$ cat config.mk
export PLATFORM = sky130hd
export DESIGN_NAME = sm4_uart_tx_flat
export DESIGN_NICKNAME = d
export VERILOG_FILES = /design/src/rtl/sm4_uart_tx_if.sv /design/src/rtl/sm4_uart_tx.sv /design/src/flat_wrapper.sv
export SDC_FILE = /design/constraint.sdc
export NUM_CORES = 1
export LEC_CHECK = 0
export ABC_AREA = 1
export BUFFER_PORTS_ARGS = -buffer_cell sky130_fd_sc_hd__buf_2
export CAP_MARGIN = 0
export CORE_UTILIZATION = 53
export CTS_CLUSTER_SIZE = 28
export DETAILED_ROUTE_END_ITERATION = 10
export PLACE_DENSITY = 0.69
export SLEW_MARGIN = 30
export SYNTH_ARGS = -nofsm -noshare
export SYNTH_HDL_FRONTEND = slang
export SYNTH_SLANG_ARGS = --single-unit
$ cat constraint.sdc
create_clock -name clk -period 1.5 [get_ports clk]
set_input_delay 0.15 -clock clk [delete_from_list [all_inputs] [get_ports clk]]
set_output_delay 0.15 -clock clk [all_outputs]
set_load 0.02 [all_outputs]
$ cat src/rtl/sm4_uart_tx_if.sv
// rtl/sm4_uart_tx_if.sv - byte FIFO read port between the SM4 splitter FIFO and the UART egress
interface sm4_uart_tx_if;
  logic       fifo_empty;
  logic [7:0] fifo_dout;
  logic       fifo_rd_en;

  modport master (input fifo_empty, input fifo_dout, output fifo_rd_en);
  modport slave  (output fifo_empty, output fifo_dout, input fifo_rd_en);
endinterface

$ cat src/rtl/sm4_uart_tx.sv
// rtl/sm4_uart_tx.sv - 8N1 UART transmitter draining the SM4 ciphertext byte FIFO
// Pulses byte_done per frame and blk_done on every 16th byte (one 128-bit block).
module sm4_uart_tx #(
  parameter int CLK_FREQ = 50_000_000,
  parameter int BAUD     = 115200
) (
  input  logic           clk,
  input  logic           rst,
  sm4_uart_tx_if.master  fifo,
  output logic           tx,
  output logic           busy,
  output logic           byte_done,
  output logic           blk_done
);
  localparam int CLKS_PER_BIT = CLK_FREQ / BAUD;
  localparam int CW           = $clog2(CLKS_PER_BIT);

  typedef enum logic [2:0] {IDLE, RD, WAIT, START, DATA, STOP} state_t;

  state_t          state_q, state_d;
  logic [CW-1:0]   baud_cnt_q, baud_cnt_d;
  logic [2:0]      bit_idx_q, bit_idx_d;
  logic [3:0]      byte_cnt_q, byte_cnt_d;
  logic [7:0]      shift_q, shift_d;
  logic            tx_q, tx_d;
  logic            rd_en_q, rd_en_d;
  logic            busy_q, busy_d;
  logic            byte_done_q, byte_done_d;
  logic            blk_done_q, blk_done_d;
  logic            bit_end;

  assign bit_end = (baud_cnt_q == CW'(CLKS_PER_BIT - 1));

  always_ff @(posedge clk or posedge rst) begin
    if (rst) begin
      state_q     <= IDLE;
      baud_cnt_q  <= '0;
      bit_idx_q   <= '0;
      byte_cnt_q  <= '0;
      shift_q     <= '0;
      tx_q        <= 1'b1;
      rd_en_q     <= 1'b0;
      busy_q      <= 1'b0;
      byte_done_q <= 1'b0;
      blk_done_q  <= 1'b0;
    end else begin
      state_q     <= state_d;
      baud_cnt_q  <= baud_cnt_d;
      bit_idx_q   <= bit_idx_d;
      byte_cnt_q  <= byte_cnt_d;
      shift_q     <= shift_d;
      tx_q        <= tx_d;
      rd_en_q     <= rd_en_d;
      busy_q      <= busy_d;
      byte_done_q <= byte_done_d;
      blk_done_q  <= blk_done_d;
    end
  end

  always_comb begin
    state_d = state_q;
    case (state_q)
      IDLE:    if (!fifo.fifo_empty) state_d = RD;
      RD:      state_d = WAIT;
      WAIT:    state_d = START;
      START:   if (bit_end) state_d = DATA;
      DATA:    if (bit_end && bit_idx_q == 3'd7) state_d = STOP;
      STOP:    if (bit_end) state_d = IDLE;
      default: state_d = IDLE;
    endcase
  end

  always_comb begin
    baud_cnt_d  = baud_cnt_q;
    bit_idx_d   = bit_idx_q;
    byte_cnt_d  = byte_cnt_q;
    shift_d     = shift_q;
    tx_d        = tx_q;
    rd_en_d     = 1'b0;
    busy_d      = busy_q;
    byte_done_d = 1'b0;
    blk_done_d  = 1'b0;
    case (state_q)
      IDLE: begin
        tx_d = 1'b1;
        if (!fifo.fifo_empty) begin
          rd_en_d = 1'b1;
          busy_d  = 1'b1;
        end
      end
      WAIT: begin
        // FIFO data is valid now, one cycle after it saw the strike
        shift_d    = fifo.fifo_dout;
        tx_d       = 1'b0;
        baud_cnt_d = '0;
      end
      START: begin
        baud_cnt_d = bit_end ? '0 : baud_cnt_q + 1'b1;
        if (bit_end) begin
          tx_d      = shift_q[0];
          bit_idx_d = '0;
        end
      end
      DATA: begin
        baud_cnt_d = bit_end ? '0 : baud_cnt_q + 1'b1;
        if (bit_end) begin
          if (bit_idx_q == 3'd7) begin
            tx_d = 1'b1;
          end else begin
            shift_d   = shift_q >> 1;
            tx_d      = shift_q[1];
            bit_idx_d = bit_idx_q + 3'd1;
          end
        end
      end
      STOP: begin
        baud_cnt_d = bit_end ? '0 : baud_cnt_q + 1'b1;
        if (bit_end) begin
          byte_done_d = 1'b1;
          busy_d      = 1'b0;
          byte_cnt_d  = byte_cnt_q + 4'd1;
          blk_done_d  = (byte_cnt_q == 4'd15);
        end
      end
      default: ;
    endcase
  end

  assign tx              = tx_q;
  assign busy            = busy_q;
  assign byte_done       = byte_done_q;
  assign blk_done        = blk_done_q;
  assign fifo.fifo_rd_en = rd_en_q;
endmodule

$ cat src/flat_wrapper.sv
// flat-port wrapper written by rule: the top's interface ports become plain ports
module sm4_uart_tx_flat 
#(
  parameter int CLK_FREQ = 50_000_000,
  parameter int BAUD     = 115200
)
  (clk, rst, tx, busy, byte_done, blk_done, fifo_fifo_empty, fifo_fifo_dout, fifo_fifo_rd_en);
  sm4_uart_tx_if fifo_i ();
  input  logic clk;
  input  logic rst;
  output logic tx;
  output logic busy;
  output logic byte_done;
  output logic blk_done;
  input wire logic [$bits(fifo_i.fifo_empty)-1:0] fifo_fifo_empty;
  input wire logic [$bits(fifo_i.fifo_dout)-1:0] fifo_fifo_dout;
  output wire logic [$bits(fifo_i.fifo_rd_en)-1:0] fifo_fifo_rd_en;
  assign fifo_i.fifo_empty = fifo_fifo_empty;
  assign fifo_i.fifo_dout = fifo_fifo_dout;
  assign fifo_fifo_rd_en = fifo_i.fifo_rd_en;
  sm4_uart_tx #(.CLK_FREQ(CLK_FREQ), .BAUD(BAUD)) u_core (.clk(clk), .rst(rst), .fifo(fifo_i), .tx(tx), .busy(busy), .byte_done(byte_done), .blk_done(blk_done));
endmodule
; Word level (Yosys, flattened, before mapping)
; Index checks and enable logic that the tools add are counted.
[op_classes]
add_sub_neg = 3
n_mul = 0
div_mod_pow = 0
n_lt_le_gt_ge = 0
eq_ne = 14
shift = 0
muxes = 26
n_bitwise = 0
reduce_logical = 14
[op_table]
columns = op, n
row1 = $mux 3, 6
row2 = $pmux 3 s6, 1
row3 = $pmux 9 s2, 1
row4 = $mux 8, 2
row5 = $pmux 8 s2, 1
row6 = $mux 1, 11
row7 = $add 9x1->9 const B, 1
row8 = $eq 3x3->1 const B, 3
row9 = $eq 9x9->1 const B, 1
row10 = $mux 9, 1
row11 = $reduce_and 3->1, 3
row12 = $ne 2x1->1 const B, 4
row13 = $reduce_and 4->1, 2
row14 = $reduce_bool 2->1, 4
row15 = $eq 3x2->1 const B, 2
row16 = $pmux 3 s2, 1
row17 = $add 4x1->4 const B, 1
row18 = $eq 4x4->1 const B, 1
row19 = $ne 2x2->1 const B, 2
row20 = $pmux 1 s4, 1
row21 = $reduce_bool 4->1, 1
row22 = $add 3x1->3 const B, 1
row23 = $eq 3x1->1 const B, 1
row24 = $logic_not 3->1, 1
row25 = other kinds (4), 4
[totals]
register_bits = 32
latch_bits = 0
ramBits = 0
romBits = 0
inputBits = 11
out_inout_bits = 5
mem_count = 0

; Depth between registers and ports, before layout
; Gate-level depths: netlist (run 1).
[logic_depth]
ltp_word = 4
ltp_mapped = 9
depth_no_buf = 9

; Least setup slack after synthesis (run 1)
; Ideal clock, no wire load.
[synth_path]
path_kind = reg2reg
startpoint = register u_core.bit_idx_q[0]
endpoint = register u_core.shift_q[0]
setup_time_ns = 0.065
arrival_time_ns = 1.301
setup_slack_ns = 0.134
path_stages_with_launch = 10
n_path_buf = 0
path_cell_list = dfrtp_1 ha_1 ha_1 inv_1 nand3_1 inv_1 nand2_4 nand2_4 nand2_1 nand2_1
[synth_between]
elab_chain_cells = 3
[synth_rtl]
columns = element, line
row1 = start: declaration, sm4_uart_tx.sv:22  ; logic [2:0] bit_idx_q, bit_idx_d;
row2 = start signal: assignment, sm4_uart_tx.sv:49  ; bit_idx_q <= bit_idx_d;
row3 = $eq 3x3->1, sm4_uart_tx.sv:107  ; if (bit_idx_q == 3'd7) begin
row4 = $ne 2x2->1 (no source line), n/a
row5 = $reduce_and 3->1 (no source line), n/a
row6 = end signal: assignment, sm4_uart_tx.sv:51  ; shift_q <= shift_d;
row7 = end: declaration, sm4_uart_tx.sv:24  ; logic [7:0] shift_q, shift_d;
; Every way passes these cells.
; A chain may end at the register's enable or synchronous reset.

; Worst setup path in the final report (run 1)
[layout_path]
startpoint = register u_core.bit_idx_q[0]
endpoint = register u_core.shift_q[1]
; The elaborated chain is that of the path after synthesis.

==> results of run 1 <==
per-layer routing:
| metal | wire, um | track usage | vias to the layer above |
|---|---|---|---|
| li1 | - | - | 836 |
| met1 | 1810 | 0.327 | 729 |
| met2 | 1700 | 0.326 | 24 |
| met3 | 108 | 0.0462 | 4 |
| met4 | 29 | 0.0921 | 0 |
| met5 | 0 | 0 | - |
power by group through the flow:
stage / clock network (W) / registers, W / logic, W
after floorplan: 0 / 0.000894 / 0.0000325
after global placement: 0 / 0.000896 / 0.0000537
after detailed placement: 0 / 0.000896 / 0.0000546
after CTS: 0.000678 / 0.000880 / 0.0000566
after global routing: 0.000720 / 0.000881 / 0.0000673
final: 0.000664 / 0.000879 / 0.0000548
timing repair:
action | CTS | global route
pin swaps | 0 | 7
buffers inserted | 1 | 2
gates resized for setup | 1 | 11
hold buffers | 1 | 0
cloned | 0 | 1
setup endpoints to repair | 7 | 20
hold endpoints to repair | 31 | 0
cells in the final DEF, fill, tap and decap left out, types with 3 or more instances in the layout:
master | netlist | routed
dfrtp_1 | 31 | 30
nand4_1 | 4 | 4
nand2_2 | 5 | 6
buf_4 | 2 | 11
ha_1 | 5 | 3
nand2_1 | 91 | 91
nand3_2 | 3 | 4
xor2_1 | 5 | 5
nand2_4 | 4 | 3
nand3_1 | 26 | 25
inv_1 | 21 | 17
inv_2 | 5 | 8
clkbuf_4 | 0 | 5
nor2_1 | 8 | 7
buf_2 | 2 | 15
nor2_2 | 4 | 5
o21ai_0 | 7 | 7
sequential cells by signal (all words and copies together) (netlist names):
name,count
u_core.baud_cnt_q,9
u_core.blk_done,1
u_core.byte_done,1
u_core.tx,1
u_core.fifo.fifo_rd_en,1
u_core.busy,1
u_core.bit_idx_q,3
u_core.byte_cnt_q,4
u_core.shift_q,8
u_core.state_q,3
per-stage QoR:
step                area, um2  TNS (ns)  total power (W)  hold slack, ns  utilization
floorplan                1880         0         0.000927           0.265            -
global placement         2030         0         0.000950           0.255        0.604
detailed placement       2030         0         0.000951           0.258        0.604
CTS                      2130         0          0.00161          0.0398        0.633
global route             2190  -0.00736          0.00167          0.0855        0.650
finish                   2190         0          0.00160          0.0440        0.650
worst max path at each step:
stage | from | endpoint | slack, ns | cells after the start
global placement | u_core.bit_idx_q[0]$_DFFE_PP0P_ | u_core.shift_q[1]$_DFFE_PP0P_ | 0.03 | 9
global route | u_core.bit_idx_q[0]$_DFFE_PP0P_ | u_core.shift_q[2]$_DFFE_PP0P_ | -0.004 | 9
finish | u_core.bit_idx_q[0]$_DFFE_PP0P_ | u_core.shift_q[1]$_DFFE_PP0P_ | 0.10 | 9
detailed placement | u_core.bit_idx_q[0]$_DFFE_PP0P_ | u_core.shift_q[3]$_DFFE_PP0P_ | 0.002 | 9
floorplan | u_core.bit_idx_q[0]$_DFFE_PP0P_ | u_core.shift_q[0]$_DFFE_PP0P_ | 0.13 | 9
CTS | u_core.bit_idx_q[0]$_DFFE_PP0P_ | u_core.shift_q[3]$_DFFE_PP0P_ | 0.01 | 9
tightest hold or removal path, cell delays in order:
cell and delay, ns:
buf_2 0.07, nand3_1 0.06, nand2_1 0.06
logic make-up after synthesis:
kind of cell | Yosys count | share of synthesized area
fa+ha+maj | 5 | 0.0334
buf+inv | 32 | 0.0740
flops | 32 | 0.428
compound gates | 15 | 0.0440
simple gates | 153 | 0.398
xor+xnor | 5 | 0.0233
layout make-up:
type / instances / area [um2]
multi-input cells: 179 / 972
clock inverters: 3 / 42.5
inverters: 27 / 105
well taps: 46 / 57.6
repair buffers: 27 / 168
flip-flops and latches: 32 / 803
fillers: 320 / 1180
clock buffers: 5 / 37.5
==> flow_summary.json, run 1 <==
{
  "n_antenna_cell": 0,
  "critical_path.slowest_cell": "dfrtp_1",
  "dp_cells": 306,
  "fin_nets": 288,
  "critPathBufInv": 2,
  "setup_viol": 0,
  "core_area_um2": 3360,
  "dr.pass1.iters": 5,
  "r2r_start": "u_core.bit_idx_q[0]$_DFFE_PP0P_",
  "synth-main-ff-cell": "dfrtp_1",
  "cp.arrival_ns": 1.67,
  "end_kind": "register",
  "p_seq_frac": 0.550,
  "worst_slew_pin_slew_ns": 0.407,
  "ys_warn_count": 0,
  "ys_seq_elements": 32,
  "grt_max_degree": 33,
  "synthTopCellsByCount": "nand2_1, dfrtp_1, nand3_1",
  "outcome": "finished clean",
  "routedWlPerCell_um": 11.4,
  "synth_seq_area_share": 0.428,
  "power.switching_w": 0.000354,
  "finalWorstSetupSlack_ns": 0.103,
  "cp-start-kind": "register",
  "root_buffer": "clkbuf_4",
  "post-place-ws_ns": 0.00151,
  "synth_top_area_share": 0.414,
  "hold_path_depth": 3,
  "rows": 21,
  "reg2reg_slack_ns": 0.10,
  "rr_worst_depth": 9,
  "fin_cells": 319,
  "clkSinkCount": 32,
  "grt_overflow": 0,
  "synth_edf_count": 0,
  "antenna_found_initial": 0,
  "cp_top_family": "simple AND/OR/NAND/NOR gates",
  "internal-power_w": 0.00124,
  "cts_tree": "done",
  "ant_nets": 0,
  "hold_violations": 0,
  "synthTopCellsByArea": "dfrtp_1, nand2_1, nand3_1",
  "die_x_um": 61.5,
  "critical_path_class": "reg2reg",
  "grt_pass1_vias": 1390,
  "ir_worst_vdd_v": 0.000522,
  "min-delay-start": "fifo_fifo_dout[7]",
  "wl_um": 3650,
  "syn_inst": 242,
  "reg2reg_to": "u_core.shift_q[1]$_DFFE_PP0P_",
  "worstPathRequired_ns": 1.77,
  "grt_pass1_wl_um": 6220,
  "num_vias": 1593,
  "min_path_type": "in2reg",
  "synthMostInstantiatedCell": "nand2_1",
  "async_flop_share": 1.00,
  "pwr-share-comb": 0.034,
  "worstSkewPairLatency_ns": 0.34,
  "powerDensity_nw_per_um2": 731,
  "holdPathEnd": "u_core.shift_q[7]$_DFFE_PP0P_",
  "synth_area_leader_cell": "dfrtp_1",
  "syn-mean-instance-area_um2": 7.75,
  "slew_headroom": 0.729,
  "leakage_nw": 1.25,
  "sw_frac_of_total": 0.222,
  "hpwl_um": 2540,
  "route.detailed.drc": 0,
  "htreeDepth": 2,
  "port_buffers": 15,
  "crit_chain": "ha_1 -> ha_2 -> inv_2 -> nand3_2 -> inv_4 -> nand2_4 -> nand2_4 -> nand2_1 -> nand2_1",
  "grtUsageTotal": 0.225,
  "cts.reportedPaths.clkPinSlew_ns": 0.10,
  "maxCapViolCount": 0,
  "clock.fmax_ghz": 0.716,
  "drive_above_1_share": 0.264,
  "area_growth_pct": 16.5,
  "cts_inserted_buffers": 5,
  "dieArea_um2": 3780,
  "rsz0062_at_grt": "true",
  "layout_min_cycle_time_ns": 1.40,
  "netlist_area_um2": 1880,
  "avgViaCountPerCell": 4.99,
  "worstPathMaxFanout": 7,
  "pwr-share-clk": 0.415,
  "gp_congestion": 0.827,
  "synth_nets": 258,
  "clk_path_buf_depth": 2,
  "slowest_delay_ns": 0.39,
  "fin_worst_skew_ns": 0.0123,
  "drtIter0Drc": 156,
  "die_h_um": 61.5,
  "synth.distinct_cells": 29,
  "io-pin-count": 16,
  "initial_core_util": 0.558,
  "slew_viol_final": 0,
  "fin_crit_sh": 0.931
}
No activity file was read; power rests on OpenSTA's default activity.
==> run 2: changes to the inputs <==
--- a/config.mk
+++ b/config.mk
@@ -12,6 +12,7 @@
 export CTS_CLUSTER_SIZE = 28
 export DETAILED_ROUTE_END_ITERATION = 10
 export PLACE_DENSITY = 0.69
+export RECOVER_POWER = 100
 export SLEW_MARGIN = 30
 export SYNTH_ARGS = -nofsm -noshare
 export SYNTH_HDL_FRONTEND = slang
==> flow_summary.json, run 2 (same netlist as run 1, synthesis figures left out) <==
{
  "outcome": "finished clean",
  "critPathLaunch": "u_core.bit_idx_q[0]$_DFFE_PP0P_",
  "final_cell_mix": "nand2_1, dfrtp_1, nand3_1",
  "largest_reg_flops": 9,
  "grt_max_degree": 33,
  "worstPathMaxFanout": 7,
  "cts.reportedPaths.clkPinSlew_ns": 0.10,
  "cts_inserted_buffers": 5,
  "reg2reg_slack_ns": 0.10,
  "fin_nets": 288,
  "worstPathRequired_ns": 1.77,
  "layout_min_cycle_time_ns": 1.40,
  "rsz0062_at_grt": "true",
  "endpoint": "u_core.shift_q[1]$_DFFE_PP0P_",
  "initial_core_util": 0.558,
  "die_x_um": 61.5,
  "drive_above_1_share": 0.245,
  "gp_congestion": 0.827,
  "cts_tree": "done",
  "dieArea_um2": 3780,
  "slew_headroom": 0.468,
  "wl_um": 3650,
  "post-route-util": 0.647,
  "top_regs": "u_core.baud_cnt_q: 9 flops, u_core.shift_q: 8 flops, u_core.byte_cnt_q: 4 flops",
  "r2r_start": "u_core.bit_idx_q[0]$_DFFE_PP0P_",
  "regMostFlops": "u_core.baud_cnt_q",
  "fin_crit_sh": 0.930,
  "grtUsageTotal": 0.225,
  "fin_worst_skew_ns": 0.0119,
  "drtIter0Drc": 160,
  "dr.pass1.iters": 4,
  "critical_path_class": "reg2reg",
  "n_antenna_cell": 0,
  "routedWlPerCell_um": 11.4,
  "grt_pass1_wl_um": 6220,
  "hold_violations": 0,
  "htreeDepth": 2,
  "worst_slew_pin_slew_ns": 0.798,
  "grt_pass1_vias": 1390,
  "die_h_um": 61.5,
  "reg2reg_to": "u_core.shift_q[1]$_DFFE_PP0P_",
  "area_growth_pct": 16.1,
  "ant_nets": 0,
  "num_vias": 1594,
  "ir_worst_vdd_v": 0.000522,
  "root_buffer": "clkbuf_4",
  "cp.arrival_ns": 1.67,
  "core_area_um2": 3360,
  "rows": 21,
  "final_common_cell": "nand2_1",
  "clock.fmax_ghz": 0.717,
  "route.detailed.drc": 0,
  "end_kind": "register",
  "port_buffers": 15,
  "maxCapViolCount": 0,
  "clk_path_buf_depth": 2,
  "cp-start-kind": "register",
  "slew_viol_final": 0,
  "rr_worst_depth": 9,
  "clkSinkCount": 32,
  "io-pin-count": 16,
  "antenna_found_initial": 0,
  "setup_viol": 0,
  "worstSkewPairLatency_ns": 0.34,
  "power_w": 0.00159,
  "hpwl_um": 2540,
  "grt_overflow": 0,
  "powerDensity_nw_per_um2": 733,
  "min_path_type": "in2reg",
  "leakage_nw": 1.23,
  "avgViaCountPerCell": 5.00
}
run 2: worst min-delay path by stage:
stage | end | cells after the start | from | slack, ns
2_1_floorplan | u_core.baud_cnt_q[0]$_DFFE_PP0P_ | 1 | rst | 0.27
3_3_place_gp | u_core.shift_q[3]$_DFFE_PP0P_ | 3 | rst | 0.25
3_5_place_dp | u_core.shift_q[2]$_DFFE_PP0P_ | 3 | rst | 0.26
4_1_cts | u_core.shift_q[7]$_DFFE_PP0P_ | 3 | fifo_fifo_dout[7] | 0.04
5_1_grt | u_core.shift_q[7]$_DFFE_PP0P_ | 3 | fifo_fifo_dout[7] | 0.09
6_report | u_core.shift_q[7]$_DFFE_PP0P_ | 3 | fifo_fifo_dout[7] | 0.04
run 2: layout make-up:
| class | instances | area [um2] |
|---|---|---|
| clock inverters | 3 | 42.5 |
| inverters | 27 | 105 |
| clock buffers | 5 | 37.5 |
| fillers | 324 | 1190 |
| repair buffers | 27 | 159 |
| multi-input cells | 179 | 972 |
| flip-flops and latches | 32 | 803 |
| well taps | 46 | 57.6 |
run 2: per-stage QoR:
step	instance area, um2	cells	worst slack, ns	hold slack [ns]	setup TNS [ns]
floorplan	1880	242	0.134	0.265	0
global placement	2030	306	0.0267	0.255	0
detailed placement	2030	306	0.00151	0.258	0
CTS	2130	316	0.0102	0.0398	0
global route	2180	319	-0.00422	0.0855	-0.00736
finish	2180	319	0.105	0.0449	0
run 2: what timing repair did:
item / 4_1_cts / 5_1_grt
cloned: 0 / 1
pin swaps: 0 / 7
setup endpoints to repair: 7 / 20
gates resized for setup: 1 / 11
hold buffers: 1 / 0
hold endpoints to repair: 31 / 0
buffers inserted: 1 / 2
run 2: critical path: stages, from the launching register on:
cell and delay (ns):
dfrtp_1 0.39, ha_1 0.20, ha_2 0.18, inv_2 0.06
nand3_2 0.10, inv_4 0.10, nand2_4 0.08, nand2_4 0.10
nand2_1 0.07, nand2_1 0.06
run 2: power breakdown:
part	leakage [nW]	switching [W]	internal (W)	total, W
Combinational	0.807	0.0000312	0.0000226	0.0000538
Sequential	0.384	0.00000619	0.000873	0.000879
Clock	0.0412	0.000314	0.000347	0.000662
Total	1.23	0.000352	0.00124	0.00159
run 2: layer usage:
metal  track usage  vias up  part of all wire  routed length (um)
li1              -      835                 -                   -
met1         0.327      727              0.49                1800
met2         0.326       28              0.47                1700
met3        0.0462        4             0.033                 121
met4        0.0921        0            0.0080                  29
met5             0        -                 0                   0
